[src/rtl/fifo_link_pkg.sv]
// Shared definitions for the framed byte link: sync marker, error causes,
// receiver states and the frame checksum.
package fifo_link_pkg;

   localparam logic [7:0] SYNC_BYTE_DEF = 8'hA5;

   typedef enum logic [1:0] {
      ERR_NONE    = 2'd0,
      ERR_LEN     = 2'd1,
      ERR_CSUM    = 2'd2,
      ERR_TIMEOUT = 2'd3
   } err_code_e;

   typedef enum logic [1:0] {
      HUNT    = 2'd0,
      LEN     = 2'd1,
      PAYLOAD = 2'd2,
      CSUM    = 2'd3
   } rx_state_e;

   // Checksum is the 8-bit wrap-around sum of LEN and every payload byte.
   function automatic logic [7:0] csum_add(input logic [7:0] sum, input logic [7:0] b);
      return sum + b;
   endfunction

endpackage

[src/rtl/fifo_receiver_if.sv]
// FIFO read side plus the outgoing payload byte stream of the frame receiver.
interface fifo_receiver_if;
   // FIFO side: fifo_rdreq may only be high while fifo_empty is low; fifo_q
   // carries the requested byte on the following cycle. Stream side: out_valid
   // qualifies out_data/out_sop/out_eop for exactly one cycle, no backpressure.
   logic       fifo_empty;
   logic [7:0] fifo_q;
   logic       fifo_rdreq;
   logic       out_valid;
   logic [7:0] out_data;
   logic       out_sop;
   logic       out_eop;

   modport master (
      input  fifo_empty, fifo_q,
      output fifo_rdreq, out_valid, out_data, out_sop, out_eop
   );

   modport slave (
      output fifo_empty, fifo_q,
      input  fifo_rdreq, out_valid, out_data, out_sop, out_eop
   );
endinterface

[src/rtl/fifo_receiver_rx_timeout.sv]
// Idle-cycle counter: counts while enabled, clears on request, and pulses
// expire_o on the TIMEOUT-th consecutive enabled cycle.
module rx_timeout #(
   parameter int TIMEOUT = 1024
) (
   input  logic clk,
   input  logic rst,
   input  logic clr_i,
   input  logic en_i,
   output logic expire_o
);

   localparam int             CW   = $clog2(TIMEOUT + 1);
   localparam logic [CW-1:0]  LAST = CW'(TIMEOUT - 1);

   logic [CW-1:0] cnt_q, cnt_d;

   assign expire_o = en_i && (cnt_q == LAST);

   always_comb begin
      cnt_d = cnt_q;
      if (clr_i || expire_o) begin
         cnt_d = '0;
      end else if (en_i) begin
         cnt_d = cnt_q + CW'(1);
      end
   end

   always_ff @(posedge clk) begin
      if (rst) begin
         cnt_q <= '0;
      end else begin
         cnt_q <= cnt_d;
      end
   end

endmodule

[src/rtl/fifo_receiver.sv]
// Drains a normal-mode single-clock FIFO, parses SYNC/LEN/payload/CSUM frames,
// streams payload bytes and keeps good/aborted frame statistics.
module fifo_receiver
   import fifo_link_pkg::*;
#(
   parameter logic [7:0] SYNC_BYTE = SYNC_BYTE_DEF,
   parameter int         MAX_LEN   = 64,
   parameter int         TIMEOUT   = 1024,
   parameter int         CNT_W     = 16
) (
   input  logic             clk,
   input  logic             rst,
   fifo_receiver_if.master  bus,
   output logic             frame_ok,
   output logic             frame_err,
   output logic [1:0]       err_code,
   output logic [CNT_W-1:0] frame_cnt,
   output logic [CNT_W-1:0] err_cnt,
   output rx_state_e        state_o
);

   localparam logic [7:0] MAX_LEN_B = 8'(MAX_LEN);

   logic             rd_valid_q;
   rx_state_e        state_q, state_d;
   logic [7:0]       rem_q, rem_d, sum_q, sum_d, out_data_q, out_data_d;
   logic             first_q, first_d, out_valid_q, out_valid_d;
   logic             sop_q, sop_d, eop_q, eop_d, ok_q, ok_d, err_q, err_d;
   err_code_e        err_code_q, err_code_d;
   logic [CNT_W-1:0] fcnt_q, fcnt_d, ecnt_q, ecnt_d;
   logic             in_frame, tmo_expire;
   logic [7:0]       rx_byte;

   function automatic logic [CNT_W-1:0] sat_inc(input logic [CNT_W-1:0] v);
      return (&v) ? v : v + {{(CNT_W-1){1'b0}}, 1'b1};
   endfunction

   // Reset must block reads so no byte is popped and then lost during reset.
   assign bus.fifo_rdreq = !bus.fifo_empty && !rst;
   assign rx_byte        = bus.fifo_q;
   assign in_frame       = (state_q != HUNT);

   rx_timeout #(.TIMEOUT(TIMEOUT)) u_tmo (
      .clk      (clk),
      .rst      (rst),
      .clr_i    (rd_valid_q || !in_frame),
      .en_i     (in_frame && !rd_valid_q),
      .expire_o (tmo_expire)
   );

   always_comb begin
      state_d     = state_q;
      rem_d       = rem_q;
      sum_d       = sum_q;
      first_d     = first_q;
      out_valid_d = 1'b0;
      out_data_d  = out_data_q;
      sop_d       = 1'b0;
      eop_d       = 1'b0;
      ok_d        = 1'b0;
      err_d       = 1'b0;
      err_code_d  = err_code_q;
      fcnt_d      = fcnt_q;
      ecnt_d      = ecnt_q;
      if (rd_valid_q) begin
         case (state_q)
            HUNT: begin
               if (rx_byte == SYNC_BYTE) state_d = LEN;
            end
            LEN: begin
               sum_d = rx_byte;
               if (rx_byte > MAX_LEN_B) begin
                  err_d      = 1'b1;
                  err_code_d = ERR_LEN;
                  ecnt_d     = sat_inc(ecnt_q);
                  state_d    = HUNT;
               end else if (rx_byte == 8'd0) begin
                  state_d = CSUM;
               end else begin
                  rem_d   = rx_byte;
                  first_d = 1'b1;
                  state_d = PAYLOAD;
               end
            end
            PAYLOAD: begin
               out_valid_d = 1'b1;
               out_data_d  = rx_byte;
               sop_d       = first_q;
               eop_d       = (rem_q == 8'd1);
               first_d     = 1'b0;
               sum_d       = csum_add(sum_q, rx_byte);
               rem_d       = rem_q - 8'd1;
               if (rem_q == 8'd1) state_d = CSUM;
            end
            CSUM: begin
               if (rx_byte == sum_q) begin
                  ok_d   = 1'b1;
                  fcnt_d = sat_inc(fcnt_q);
               end else begin
                  err_d      = 1'b1;
                  err_code_d = ERR_CSUM;
                  ecnt_d     = sat_inc(ecnt_q);
               end
               state_d = HUNT;
            end
            default: state_d = HUNT;
         endcase
      end else if (tmo_expire) begin
         // Bytes already forwarded stay forwarded; the abort pulse tells downstream.
         err_d      = 1'b1;
         err_code_d = ERR_TIMEOUT;
         ecnt_d     = sat_inc(ecnt_q);
         state_d    = HUNT;
      end
   end

   always_ff @(posedge clk) begin
      if (rst) begin
         rd_valid_q  <= 1'b0;
         state_q     <= HUNT;
         rem_q       <= '0;
         sum_q       <= '0;
         first_q     <= 1'b0;
         out_valid_q <= 1'b0;
         out_data_q  <= '0;
         sop_q       <= 1'b0;
         eop_q       <= 1'b0;
         ok_q        <= 1'b0;
         err_q       <= 1'b0;
         err_code_q  <= ERR_NONE;
         fcnt_q      <= '0;
         ecnt_q      <= '0;
      end else begin
         rd_valid_q  <= bus.fifo_rdreq;
         state_q     <= state_d;
         rem_q       <= rem_d;
         sum_q       <= sum_d;
         first_q     <= first_d;
         out_valid_q <= out_valid_d;
         out_data_q  <= out_data_d;
         sop_q       <= sop_d;
         eop_q       <= eop_d;
         ok_q        <= ok_d;
         err_q       <= err_d;
         err_code_q  <= err_code_d;
         fcnt_q      <= fcnt_d;
         ecnt_q      <= ecnt_d;
      end
   end

   assign bus.out_valid = out_valid_q;
   assign bus.out_data  = out_data_q;
   assign bus.out_sop   = sop_q;
   assign bus.out_eop   = eop_q;
   assign frame_ok      = ok_q;
   assign frame_err     = err_q;
   assign err_code      = err_code_q;
   assign frame_cnt     = fcnt_q;
   assign err_cnt       = ecnt_q;
   assign state_o       = state_q;

endmodule
[src/flat_wrapper.sv]
// flat-port wrapper written by rule: the top's interface ports become plain ports
module fifo_receiver_flat import fifo_link_pkg::*;
#(
   parameter logic [7:0] SYNC_BYTE = SYNC_BYTE_DEF,
   parameter int         MAX_LEN   = 64,
   parameter int         TIMEOUT   = 1024,
   parameter int         CNT_W     = 16
)
  (clk, rst, frame_ok, frame_err, err_code, frame_cnt, err_cnt, state_o, bus_fifo_empty, bus_fifo_q, bus_fifo_rdreq, bus_out_valid, bus_out_data, bus_out_sop, bus_out_eop);
  fifo_receiver_if bus_i ();
  input  logic clk;
  input  logic rst;
  output logic frame_ok;
  output logic frame_err;
  output logic [1:0] err_code;
  output logic [CNT_W-1:0] frame_cnt;
  output logic [CNT_W-1:0] err_cnt;
  output rx_state_e state_o;
  input wire logic [$bits(bus_i.fifo_empty)-1:0] bus_fifo_empty;
  input wire logic [$bits(bus_i.fifo_q)-1:0] bus_fifo_q;
  output wire logic [$bits(bus_i.fifo_rdreq)-1:0] bus_fifo_rdreq;
  output wire logic [$bits(bus_i.out_valid)-1:0] bus_out_valid;
  output wire logic [$bits(bus_i.out_data)-1:0] bus_out_data;
  output wire logic [$bits(bus_i.out_sop)-1:0] bus_out_sop;
  output wire logic [$bits(bus_i.out_eop)-1:0] bus_out_eop;
  assign bus_i.fifo_empty = bus_fifo_empty;
  assign bus_i.fifo_q = bus_fifo_q;
  assign bus_fifo_rdreq = bus_i.fifo_rdreq;
  assign bus_out_valid = bus_i.out_valid;
  assign bus_out_data = bus_i.out_data;
  assign bus_out_sop = bus_i.out_sop;
  assign bus_out_eop = bus_i.out_eop;
  fifo_receiver #(.SYNC_BYTE(SYNC_BYTE), .MAX_LEN(MAX_LEN), .TIMEOUT(TIMEOUT), .CNT_W(CNT_W)) u_core (.clk(clk), .rst(rst), .bus(bus_i), .frame_ok(frame_ok), .frame_err(frame_err), .err_code(err_code), .frame_cnt(frame_cnt), .err_cnt(err_cnt), .state_o(state_o));
endmodule
[config.mk]
export PLATFORM = sky130hd
export DESIGN_NAME = fifo_receiver_flat
export DESIGN_NICKNAME = d
export VERILOG_FILES = /design/src/rtl/fifo_link_pkg.sv /design/src/rtl/fifo_receiver_if.sv /design/src/rtl/fifo_receiver_rx_timeout.sv /design/src/rtl/fifo_receiver.sv /design/src/flat_wrapper.sv
export SDC_FILE = /design/constraint.sdc
export NUM_CORES = 1
export LEC_CHECK = 0
export BUFFER_PORTS_ARGS = -buffer_cell sky130_fd_sc_hd__buf_2
export CAP_MARGIN = 0
export CORE_MARGIN = 2
export CORE_UTILIZATION = 30
export CTS_BUF_LIST = sky130_fd_sc_hd__clkbuf_4 sky130_fd_sc_hd__clkbuf_8
export DETAILED_ROUTE_END_ITERATION = 10
export PLACE_DENSITY = 0.58
export SLEW_MARGIN = 20
export SYNTH_ARGS = -nofsm -noshare
export SYNTH_HDL_FRONTEND = slang
export SYNTH_SLANG_ARGS = --single-unit
[constraint.sdc]
create_clock -name clk -period 6.1 [get_ports clk]
set_input_delay 0.61 -clock clk [delete_from_list [all_inputs] [get_ports clk]]
set_output_delay 0.61 -clock clk [all_outputs]
set_load 0.05 [all_outputs]
## Word level (Yosys, flattened, before mapping)

Index checks and enable logic that the tools add are counted.
W data, S select, Z words.

- Output and inout port bits: 50
- Register bits: 78
- Word-level logic and storage cells: 97
- Input bits: 11

- $add $sub $neg: 5
- Bitwise operators: 4
- Magnitude comparators: 1
- Reduce and logical (&&, ||, !) cells: 26
- Multiplexer cells: 32
- Equality and inequality tests: 14

Operators with widths:

| operator | count |
|---|---|
| $mux W16 | 5 |
| $add A16 B1 Y16 const B | 2 |
| $pmux W16 S2 | 1 |
| $pmux W8 S2 | 2 |
| $reduce_and A16 Y1 | 2 |
| $mux W2 | 9 |
| $mux W8 | 2 |
| $ne A3 B3 Y1 const B | 5 |
| $reduce_and A4 Y1 | 3 |
| $add A11 B1 Y11 const B | 1 |
| $eq A11 B10 Y1 const B | 1 |
| $mux W1 | 9 |
| $add A8 B8 Y8 | 1 |
| $eq A8 B1 Y1 const B | 1 |
| $eq A8 B8 Y1 | 1 |
| $eq A8 B8 Y1 const B | 1 |
| $gt A8 B7 Y1 const B | 1 |
| $logic_not A8 Y1 | 1 |
| $pmux W2 S4 | 1 |
| $sub A8 B1 Y8 const B | 1 |
| $reduce_bool A2 Y1 | 3 |
| $reduce_or A3 Y1 | 2 |
| $eq A2 B2 Y1 const B | 2 |
| $logic_not A1 Y1 | 4 |
| other kinds (11) | 21 |

## Longest topological paths before layout

- Depth in word-level cells: 5
- Mapped depth: 9
- Mapped depth without buffers: 9

## Hierarchy

A second synthesis with hierarchy kept.

- Cell total of the unflattened synthesis: 490
- Area, all modules: 4062.6 µm²

By module, submodules not included:

| module | area each (µm²) | cells each | instances |
|---|---|---|---|
| fifo_receiver | 3535.9 | 435 | 1 |
| rx_timeout | 526.8 | 55 | 1 |

## Worst setup path after synthesis

No wires, ideal clock.

- Path type: register to register
- Start point: register u_core.state_q[0] (netlist: u_core.state_o[0])
- End point: register u_core.ecnt_q[10] (netlist: u_core.err_cnt[10])
- Cell stages (with the launch flop): 9
- Setup time: 128 ps
- Data arrival time: 2866 ps
- Buffers on the path: 0
- Setup slack: 3106 ps
- Data required time: 5972 ps
- Path through: dfxtp_1 inv_1 ha_1 or2_2 nor4_1 o31ai_1 or4b_2 xor2_1 nor2_1

- Cells in the longest elaborated chain, start to end: 5
- Elaborated cells between the ends (all ways): 12

Ends and longest elaborated chain:

| element | RTL line | source |
|---|---|---|
| start, declared | fifo_receiver.sv:25 | `rx_state_e state_q, state_d;` |
| start signal, assigned | fifo_receiver.sv:135 | `state_q <= state_d;` |
| $reduce_bool A2 Y1 | fifo_receiver.sv:41 | `assign in_frame = (state_q != HUNT);` |
| $logic_and A1 B1 Y1 | fifo_receiver.sv:47 | `.en_i (in_frame && !rd_valid_q),` |
| $logic_and A1 B1 Y1 | fifo_receiver_rx_timeout.sv:18 | `assign expire_o = en_i && (cnt_q == LAST);` |
| $reduce_bool A2 Y1 (no source line) | -- |  |
| $reduce_and A4 Y1 (no source line) | -- |  |
| end signal, assigned | fifo_receiver.sv:147 | `ecnt_q <= ecnt_d;` |
| end, declared | fifo_receiver.sv:30 | `logic [CNT_W-1:0] fcnt_q, fcnt_d, ecnt_q, ecnt_d;` |

Parallel ways exist; a longest one is shown, timed or not.
A chain may end at the register's enable or synchronous reset.

## Worst setup path in the final report

Ends and elaborated chain as after synthesis.

==> impl_metrics.json <==
{
  "status": "finished, final reports clean",
  "clkTransAtPathRegs_ps": 80,
  "io_buffers": 60,
  "synthDistinctLibCells": 52,
  "arrival_ps": 3360,
  "syn_inst": 492,
  "intPower_uw": 753.2,
  "vdd_drop_max_mv": 0.1023,
  "grt_pass1_wl_um": 17200,
  "track_usage_pct": 14.72,
  "dr.first_iter.drc_count": 249,
  "cts_resized": 0,
  "holdWs_ps": 450.7,
  "start_util_pct": 30.51,
  "synth_simple_gate_area_share_pct": 27.90,
  "path_max_fanout": 8,
  "synth.most_common_cell": "dfxtp_1",
  "drive_gt1_share_pct": 16.15,
  "synth_top_area_share_pct": 38.95,
  "clock_path_buffers": 2,
  "powerDensity_mw_per_mm2": 208.5,
  "combPwrFrac_pct": 3.4,
  "synth_area_leader_cell": "dfxtp_1",
  "cpPeakStageDelay_ps": 700,
  "drv_cap": 0,
  "power_switching_uw": 225.1,
  "cts_tree": "yes",
  "synth.avg_cell_area_um2": 8.148,
  "yosys-top-cells-area": "dfxtp_1, nor2_1, ha_1",
  "hold_violations": 0,
  "grt_pass1_vias": 3501,
  "final_cell_area_mm2": 0.004692,
  "p_seq_share_pct": 52.3,
  "dpl.hpwl_um": 7325,
  "die_width_um": 119.6,
  "ant_nets": 0,
  "cts_sinks": 78,
  "synth-seq-cells": 78,
  "synthMuxAreaShare_pct": 2.278,
  "hold_depth": 2,
  "crit_path_top_delay_cell": "nor4_1",
  "crit_required_ps": 6330,
  "placed_area_mm2": 0.004468,
  "worst_pin_slew_ps": 810.0,
  "async_flop_share_pct": 0,
  "drt_wl_total_um": 10140,
  "antenna_found_initial": 0,
  "fmax_mhz": 318.9,
  "final.setup.worst_slack_ps": 2964,
  "finalNetCount": 575,
  "synth_fa_ha_area_share_pct": 5.805,
  "rr_worst_depth": 8,
  "core_area_mm2": 0.01314,
  "diodes": 0,
  "critPathLaunchType": "flop",
  "syn_to_final_growth_pct": 17.04,
  "synth_enable_flop_cells": 0,
  "fin_skew_ps": 6.805,
  "netSwitchingFraction_pct": 23.01,
  "slew_viol_final": 0,
  "netlist_area_mm2": 0.004009,
  "drc": 0,
  "cts_hold_buffers": 0,
  "clk_latency_ps": 360,
  "pre_cts_ws_ps": 2893,
  "p_leak_nw": 1.769,
  "setup_viol": 0,
  "drt-vias-per-instance": 5.044,
  "hp-class": "in2reg",
  "htree_levels": 3,
  "cts_buffers": 9,
  "critPathKind": "reg2reg",
  "synth_top_family_by_area": "simple AND/OR/NAND/NOR gates",
  "synth_compound_area_share_pct": 14.61,
  "synth_ff_type": "dfxtp_1",
  "endpoint_kind": "flop",
  "setup_tns_ps": 0,
  "power_frac_clock_pct": 44.3,
  "post_cts_buffers": 0,
  "grt_start_max_net_pins": 72,
  "syn-num-nets": 521,
  "design.die.area_mm2": 0.01430,
  "die_h_um": 119.6,
  "rsz0062_at_grt": "false",
  "grt.overflow.total": 0,
  "io_pins": 61,
  "netlist_top_cells_count": "dfxtp_1, nor2_1, nand2_1, a21oi_1, nand3_1",
  "finalCriticalPeriod_ps": 3136,
  "firstDrtPassIters": 6,
  "finalCritPeriodShare_pct": 51.41,
  "num_rows": 42,
  "synth-xor-area-share_pct": 6.773,
  "cp_cell_sequence": "inv_1 -> ha_1 -> or2_2 -> nor4_1 -> o31ai_1 -> or4b_2 -> xor2_1 -> nor2_1",
  "yosys_warnings": 0,
  "root_buffer": "clkbuf_8",
  "max-slew-margin-rel_pct": 45.93,
  "gp_congestion": 0.8909,
  "dr_total_vias": 3667,
  "yosysSeqAreaShare_pct": 38.95,
  "drt-wirelength-per-cell_um": 13.95
}
## sequential cells by signal, summed over array words and instances (netlist names)
name,cells
u_core.bus.out_data,8
u_core.bus.out_eop,1
u_core.bus.out_sop,1
u_core.bus.out_valid,1
u_core.err_cnt,16
u_core.err_code,2
u_core.first_q,1
u_core.frame_cnt,16
u_core.frame_err,1
u_core.frame_ok,1
u_core.rd_valid_q,1
u_core.rem_q,8
u_core.state_o,2
u_core.sum_q,8
u_core.u_tmo.cnt_q,11
## power groups by stage
stage / sequential, mW / clock [mW] / combinational, mW
floorplan: 0.521 / 0 / 0.0222
global placement: 0.523 / 0 / 0.0327
detailed placement: 0.523 / 0 / 0.0334
CTS: 0.511 / 0.444 / 0.0337
global route: 0.512 / 0.466 / 0.0373
finish: 0.511 / 0.434 / 0.0335
## logic make-up (layout without fill, tap and decap cells)
family,Yosys count,after routing
buffers and inverters,37,96
muxes,9,9
adders and majority gates,18,18
AOI/OAI and AO/OA,94,94
DFF,78,78
and+or+nand+nor,225,225
xor gates and xnor gates,31,31
## path summary, 6_finish.rpt
kind	from	end	slack, ps
hold reg to reg	u_core.bus.out_data[7]	u_core.bus.out_data[7]	460
setup reg to reg	u_core.state_o[0]	u_core.err_cnt[10]	2960
setup / recovery	u_core.state_o[0]	u_core.err_cnt[10]	2960
hold / removal	bus_fifo_empty	u_core.rd_valid_q	450
## final cells by class
type                            count  area (um2)
Tap cell                          176       220.2
Clock inverter                      6       86.33
Multi-Input combinational cell    377        2306
Sequential cell                    78        1562
Fill cell                        1396        8446
Clock buffer                       10       131.4
Timing Repair Buffer               63       322.8
Inverter                           17       63.81
## layer usage
layer  global-route usage (%)  vias up  part of all wire (%)
met4                    5.882        0                   2.3
met5                        0        -                     0
met2                    23.43       66                    46
met3                    3.470       20                   4.0
met1                    19.25     1726                    48
li1                         -     1855                     -
## critical path, delay by kind of cell (launching register included)
| kind | cells | cell delay, ps |
|---|---|---|
| buf+inv | 1 | 140 |
| xor+xnor | 1 | 170 |
| simple gates | 4 | 1740 |
| flops | 1 | 460 |
| fa+ha+maj | 1 | 260 |
| compound gates | 1 | 240 |
## layout by cell type (no fill, tap or decap), types with 6 or more instances in the layout
cell and n:
dfxtp_1 78, nor2_1 66, buf_2 60, nand2_1 46
a21oi_1 33, nand3_1 29, o21ai_0 21, xor2_1 19
inv_1 17, ha_1 17, nor3_1 15, xnor2_1 12
nand4_1 10, or3_1 9, clkbuf_8 9, mux2i_1 8
a211oi_1 8, and3_1 7, nor2b_1 6
## stage by stage
stage / utilization, % / power [mW] / std cells
3_5_place_dp: 34.01 / 0.5568 / 711
3_3_place_gp: 34.01 / 0.5560 / 711
2_1_floorplan: - / 0.5435 / 492
6_report: 35.71 / 0.9784 / 727
4_1_cts: 35.67 / 0.9894 / 727
5_1_grt: 35.71 / 1.015 / 727
Power figures use the tool's default switching activity.
